$ cat src/rtl/global_sequencer.sv
//==============================================================================
// Module      : global_sequencer
// Description : Central program sequencer for a cell array. Fetches 16-bit
//               instructions from an external ROM, broadcasts them to the
//               cells, and resolves jumps, consensus branches, calls and
//               returns against an on-chip 31-entry return-address stack.
// Revision    : 1.0 - initial release
//==============================================================================
`default_nettype none

module global_sequencer #(
  parameter logic [3:0] OP_JUMP = 4'hC,  // unconditional jump to instr[11:0]
  parameter logic [3:0] OP_UNL  = 4'hD,  // branch to instr[7:0] when all cells diverge
  parameter logic [3:0] OP_CALL = 4'hE,  // push pc+1, jump to instr[11:0]
  parameter logic [3:0] OP_RET  = 4'hF   // pop return address
) (
  input  logic        clk,
  input  logic        rst,
  input  logic        start,
  output logic [11:0] instr_addr,
  input  logic [15:0] instr_data,
  input  logic        all_diverge,
  output logic [15:0] instruction,
  output logic        execution_enable,
  output logic [11:0] next_program_counter,
  output logic [4:0]  next_stack_pointer,
  output logic        busy,
  output logic        done,
  output logic        error
);

  localparam logic [4:0]  c_SP_FULL  = 5'd31;
  localparam logic [15:0] c_HALT_INS = 16'h0000;

  typedef enum logic [1:0] {
    S_IDLE  = 2'd0,
    S_FETCH = 2'd1,
    S_EXEC  = 2'd2,
    S_HALT  = 2'd3
  } state_t;

  state_t      r_state;
  state_t      w_state_nxt;
  logic [11:0] r_pc;
  logic [11:0] w_pc_nxt;
  logic [4:0]  r_sp;
  logic [4:0]  w_sp_nxt;
  logic        r_done;
  logic        w_done_nxt;
  logic        r_error;
  logic        w_error_nxt;
  logic        w_push;
  logic        w_exec_en;

  // Return-address stack; sp always points at the next free slot.
  logic [11:0] r_stack [0:30];

  logic [3:0]  w_opcode;
  logic [11:0] w_pc_inc;
  logic [4:0]  w_sp_dec;
  logic [11:0] w_stack_top;
  logic        w_is_halt;

  assign w_opcode    = instr_data[15:12];
  assign w_pc_inc    = r_pc + 12'd1;          // natural 12-bit wrap at 0xFFF
  assign w_sp_dec    = r_sp - 5'd1;
  assign w_stack_top = r_stack[w_sp_dec];     // only consumed when sp != 0
  assign w_is_halt   = (instr_data == c_HALT_INS);

  // Next-state, next-pc/sp and commit-enable decode.
  always_comb begin
    w_state_nxt = r_state;
    w_pc_nxt    = r_pc;
    w_sp_nxt    = r_sp;
    w_done_nxt  = r_done;
    w_error_nxt = r_error;
    w_push      = 1'b0;
    w_exec_en   = 1'b0;

    case (r_state)
      S_IDLE, S_HALT: begin
        // Restart from address 0 with a clean stack and status flags.
        if (start) begin
          w_state_nxt = S_FETCH;
          w_pc_nxt    = 12'd0;
          w_sp_nxt    = 5'd0;
          w_done_nxt  = 1'b0;
          w_error_nxt = 1'b0;
        end
      end

      S_FETCH: begin
        w_state_nxt = S_EXEC;
      end

      S_EXEC: begin
        w_state_nxt = S_FETCH;
        if (w_is_halt) begin
          w_state_nxt = S_HALT;
          w_done_nxt  = 1'b1;
        end else if (w_opcode == OP_JUMP) begin
          w_pc_nxt = instr_data[11:0];
        end else if (w_opcode == OP_UNL) begin
          // Consensus branch: cells still commit this instruction.
          w_exec_en = 1'b1;
          w_pc_nxt  = all_diverge ? {4'b0000, instr_data[7:0]} : w_pc_inc;
        end else if (w_opcode == OP_CALL) begin
          if (r_sp == c_SP_FULL) begin
            // Overflow: freeze pc/sp so the faulting call stays visible.
            w_state_nxt = S_HALT;
            w_error_nxt = 1'b1;
          end else begin
            w_push   = 1'b1;
            w_sp_nxt = r_sp + 5'd1;
            w_pc_nxt = instr_data[11:0];
          end
        end else if (w_opcode == OP_RET) begin
          if (r_sp == 5'd0) begin
            // Underflow: same freeze behaviour as overflow.
            w_state_nxt = S_HALT;
            w_error_nxt = 1'b1;
          end else begin
            w_sp_nxt = w_sp_dec;
            w_pc_nxt = w_stack_top;
          end
        end else begin
          w_exec_en = 1'b1;
          w_pc_nxt  = w_pc_inc;
        end
      end

      default: begin
        w_state_nxt = S_IDLE;
      end
    endcase
  end

  // State, pc, sp and status registers.
  always_ff @(posedge clk) begin
    if (rst) begin
      r_state <= S_IDLE;
      r_pc    <= 12'd0;
      r_sp    <= 5'd0;
      r_done  <= 1'b0;
      r_error <= 1'b0;
    end else begin
      r_state <= w_state_nxt;
      r_pc    <= w_pc_nxt;
      r_sp    <= w_sp_nxt;
      r_done  <= w_done_nxt;
      r_error <= w_error_nxt;
    end
  end

  // Stack write port; contents deliberately survive reset.
  always_ff @(posedge clk) begin
    if (!rst && w_push) begin
      r_stack[r_sp] <= w_pc_inc;
    end
  end

  assign instr_addr           = (r_state == S_FETCH) ? r_pc : 12'd0;
  assign instruction          = (r_state == S_EXEC) ? instr_data : 16'h0000;
  assign execution_enable     = w_exec_en;
  assign next_program_counter = w_pc_nxt;
  assign next_stack_pointer   = w_sp_nxt;
  assign busy                 = (r_state == S_FETCH) || (r_state == S_EXEC);
  assign done                 = r_done;
  assign error                = r_error;

endmodule

`default_nettype wire

$ cat config.mk
export PLATFORM = sky130hd
export DESIGN_NAME = global_sequencer
export DESIGN_NICKNAME = d
export VERILOG_FILES = /design/src/rtl/global_sequencer.sv
export SDC_FILE = /design/constraint.sdc
export NUM_CORES = 1
export LEC_CHECK = 0
export CORE_MARGIN = 5
export CORE_UTILIZATION = 50
export CTS_BUF_LIST = sky130_fd_sc_hd__clkbuf_8
export DETAILED_ROUTE_END_ITERATION = 16
export HOLD_SLACK_MARGIN = 0.05
export PLACE_DENSITY_LB_ADDON = 0.15
export SYNTH_ARGS = -nofsm -noshare
export SYNTH_HDL_FRONTEND = slang
export SYNTH_SLANG_ARGS = --single-unit
$ cat constraint.sdc
create_clock -name clk -period 12.2 [get_ports clk]
set_clock_uncertainty 0.05 [all_clocks]
set_input_delay 2.44 -clock clk [delete_from_list [all_inputs] [get_ports clk]]
set_output_delay 2.44 -clock clk [all_outputs]
set_load 0.005 [all_outputs]
==> impl.org <==
** Timing
- Setup-failing EPs final :: 0
- Timing would allow up to 121 MHz.
- Setup total negative slack on the finished layout was measured at 0 ns.
- Worst slack on hold paths :: 0.458 ns
- The number of max-slew violations in the final report came to 0.
- Max transition margin :: 0.116
- Final Hold Vio Count :: 0
- Subtracting the final worst setup slack from the clock period gives 8.26 ns.
- Of the available clock period, the critical path in the final layout requires 0.677.
- Setup repair after global routing left no endpoint under its margin.
- For the pin with the worst max-slew slack, the measured transition is 1.33 ns.

** Drt
- Once detail routing completed, the nets flagged for antenna violations numbered 0.
- Violation count after the first detailed-routing iteration :: about 1.1k
- The routed design has 44200 um of wire.
- Routed wire per std cell :: 26.8 um
- Before antenna repair, the detailed router went through 5 iterations.
- Remaining routing DRC violations :: 0
- Via density per instance :: a little over 6
- The final route contains 10.1k vias.

** Floorplanning
- Row count :: 67
- Count of boundary I/O pins :: 69
- Core outline area :: 33500 um^2
- The initial utilization of the core area, before any placement, comes to 0.507.
- Die Wd :: approximately 200 um
- Die ar. :: 37800 um^2
- The die is between 150 and 200 um tall.

** Pwr
- Power spread over the standard cell area amounts to 146 nW/um^2.
- Post-layout power :: 2.85 mW
- In this run the static leakage power is between 6 and 7 nW.
- IR Drop Worst-Case VDD :: about 0.000096 V

** Global routing
- Global-route wire length before repair :: 65800 um
- The number of global-route vias before repair is 9900.
- For this run, the total global-route usage over all layers was measured as 0.232.
- Antenna violations before repair :: 0
- Entering global routing, the biggest net connects 68 pins.
- The total overflow left after global routing is 0.

** CTS
- Hold repair after CTS inserted 0 buffers.
- Clock Root Buffer :: sky130_fd_sc_hd__clkbuf_8
- TritonCTS clock tree :: built
- Clock sink count :: ~390
- CTS H-tree lvls :: 2
- Clock transition time at the flip-flop clock pins of the worst setup and hold paths :: about 0.06 ns
- Buffers inserted during clock tree synthesis total 60.
- The number of gates resized after CTS was 0.
- The longest clock path from root to sink contains 3 buffers.
- The clock reaches the later pin of the worst-skew pair after ~0.63 ns.
- In this run the post-CTS setup repair buffer count came out at 0.

** Yosys
- Dominant combinational cell family by area after synthesis :: multiplexers
- Average size of a mapped cell :: about 16 um^2
- Mux cell area share after synthesis :: 0.139
- Post-Syn Nets :: 1069
- Most used DFF post-synth :: sky130_fd_sc_hd__edfxtp_1
- During synthesis, Yosys emitted a total of 0 warnings.
- Of the total synthesized cell area, the portion taken by full adders, half adders and majority gates is 0.00662.
- Register bit total from synthesis :: 393
- Synth area leaders :: sky130_fd_sc_hd__edfxtp_1 66%, sky130_fd_sc_hd__mux4_2 12%, sky130_fd_sc_hd__dfxtp_1 2.5%, sky130_fd_sc_hd__nor2_1 1.7%, sky130_fd_sc_hd__nand2_1 1.5%
- Post-synthesis async set-or-reset flop share :: 0
- Area share of the leading cell type in the synthesized netlist :: 0.657
- In this run, synthesis inferred 372 flip-flops with an integrated enable.
- Synthesized-area fraction occupied by ao, oa, aoi and oai cells :: 0.0657
- Area of the mapped netlist :: between 15000 and 20000 um^2
- Number of instances in the synthesized netlist :: 1040
- The synthesized design spends more area on one cell type than any other, namely sky130_fd_sc_hd__edfxtp_1.
- The netlist uses 70 different library cells.
- Xor and xnor fraction of the mapped netlist area :: 0.00809
- Simple logic cell fraction of the synthesized area :: 0.0768
- Portion of the post-synthesis area used by sequential elements :: 0.681

** Placement
- During placement, the flow inserted port buffers numbering between 60 and 70.
- Final weighted congestion in routability-driven placement :: 0.950
- Post-placement cell area :: 18400 um^2
- Detailed placement ended at an HPWL of 28800 um.

** Worst hold path
- Worst Hold Class :: register to register
- Min-Delay Startpoint :: error
- WHS Endpoint :: error
- Worst hold stages :: 1

** Critical path
- R2r startpoint :: r_sp[0]
- Peak fanout along the critical path :: 67
- Capture point of the worst reg-to-reg path :: r_pc[1]
- The critical path is of the register to output pin type.
- Worst R2R Path Depth :: 10
- The worst setup path is launched from a register.
- STA puts the critical path data required time at 9.71 ns.
- The setup check on the worst reg-to-reg path leaves a slack of around 7.3 ns.
- Data on the critical path arrives at its endpoint at 5.77 ns.
- STA classifies the critical path endpoint as an output pin.

** Layout
- Compared with the post-synthesis result, the final layout area differs by 14.9%.
- Share of final-layout standard cells stronger than drive strength 1 :: 0.206
- # fillers :: ~2.6k
- The number of antenna diodes in the final layout is 0.
- Area of all placed cells without fillers :: 19500 um^2
- Layout net count :: 1183

** Outcome
- Run status :: completed

** Job
- MaxCap Viol Count :: 0
## Yosys cell counts, drive strengths merged, types with 19 or more instances
cell / count
and2: 31
buf: 27
nand2: 69
edfxtp: 372
mux2i: 22
a21oi: 32
nor2: 77
mux4: 92
dfxtp: 21
nor2b: 19
o21ai: 36
clkbuf: 37
## stage by stage
| step | worst slack [ns] | cells | util |
|---|---|---|---|
| floorplan | 5.70 | 1040 | - |
| global placement | 4.17 | 1540 | 0.547 |
| global route | 3.55 | 1652 | 0.583 |
| finish | 3.94 | 1652 | 0.583 |
| detailed placement | 4.09 | 1540 | 0.547 |
| CTS | 3.81 | 1652 | 0.583 |
## routing by layer
layer  track usage  wire length, um  vias to the layer above
li1              -                -                     4391
met2         0.346            20000                      457
met3        0.0495             3360                       77
met1         0.341            19300                     5161
met5             0                0                        -
met4        0.0844             1580                        0
## registers in the layout, indices dropped and copies added, names as in the netlist
| register | flops |
|---|---|
| done | 1 |
| r_stack | 372 |
| r_pc | 12 |
| r_sp | 5 |
| r_state | 2 |
| error | 1 |
## worst max path at each step
stage                         startpoint                        to  slack (ns)  depth (start not counted)
final                            r_sp[0]   next_program_counter[6]        3.94                         10
after global routing             r_sp[0]   next_program_counter[6]        3.55                         10
after CTS                        r_sp[0]   next_program_counter[6]        3.81                         10
after detailed placement  instr_data[13]   next_program_counter[2]        4.09                          8
after global placement     instr_data[4]  next_program_counter[11]        4.17                          8
after floorplan           instr_data[13]   next_program_counter[9]        5.70                          7
## cell usage in the layout, fill, tap and decap left out, types with 21 or more instances in the layout
cell type / count
sky130_fd_sc_hd__clkdlybuf4s50_1: 68
sky130_fd_sc_hd__mux2i_1: 22
sky130_fd_sc_hd__clkinv_1: 22
sky130_fd_sc_hd__buf_4: 48
sky130_fd_sc_hd__edfxtp_1: 372
sky130_fd_sc_hd__o21ai_0: 31
sky130_fd_sc_hd__inv_1: 21
sky130_fd_sc_hd__nand2_1: 69
sky130_fd_sc_hd__and2_1: 31
sky130_fd_sc_hd__clkbuf_8: 60
sky130_fd_sc_hd__nor2_1: 77
sky130_fd_sc_hd__mux4_2: 89
sky130_fd_sc_hd__a21oi_1: 32
## worst max-delay path, stage by stage (launching register included)
cell and delay [ns]:
sky130_fd_sc_hd__dfxtp_4 0.69, sky130_fd_sc_hd__clkinv_1 0.51, sky130_fd_sc_hd__ha_4 1.03, sky130_fd_sc_hd__buf_4 0.61, sky130_fd_sc_hd__mux4_2 0.40, sky130_fd_sc_hd__mux4_2 0.50, sky130_fd_sc_hd__mux2i_1 0.22, sky130_fd_sc_hd__a21oi_1 0.12
sky130_fd_sc_hd__o311ai_1 0.43, sky130_fd_sc_hd__nand2_1 0.10, sky130_fd_sc_hd__clkdlybuf4s50_1 0.47
## cell type report
cell class                      count  area, um^2  area share
Sequential cell                   393       11600       0.593
Multi-Input combinational cell    569        5100       0.261
Timing Repair Buffer              116        1040      0.0533
Clock buffer                       60         826      0.0423
Tap cell                          448         561      0.0287
Clock inverter                     52         365      0.0187
Inverter                           14        52.6     0.00269
## power by group
group	leakage, nW	internal, mW	switching [mW]
Sequential	3.88	1.49	0.00833
Combinational	2.07	0.106	0.173
Clock	0.647	0.570	0.505
Total	6.60	2.16	0.687
## logic make-up (layout without fill, tap and decap cells)
group | Yosys count | after routing
buffers and inverters | 78 | 242
multiplexers | 119 | 119
AND/OR/NAND/NOR | 263 | 263
AO/OA/AOI/OAI | 164 | 164
flip-flops | 393 | 393
adder cells (fa/ha/maj) | 9 | 9
XOR/XNOR | 14 | 14
Power figures use the tool's default switching activity.
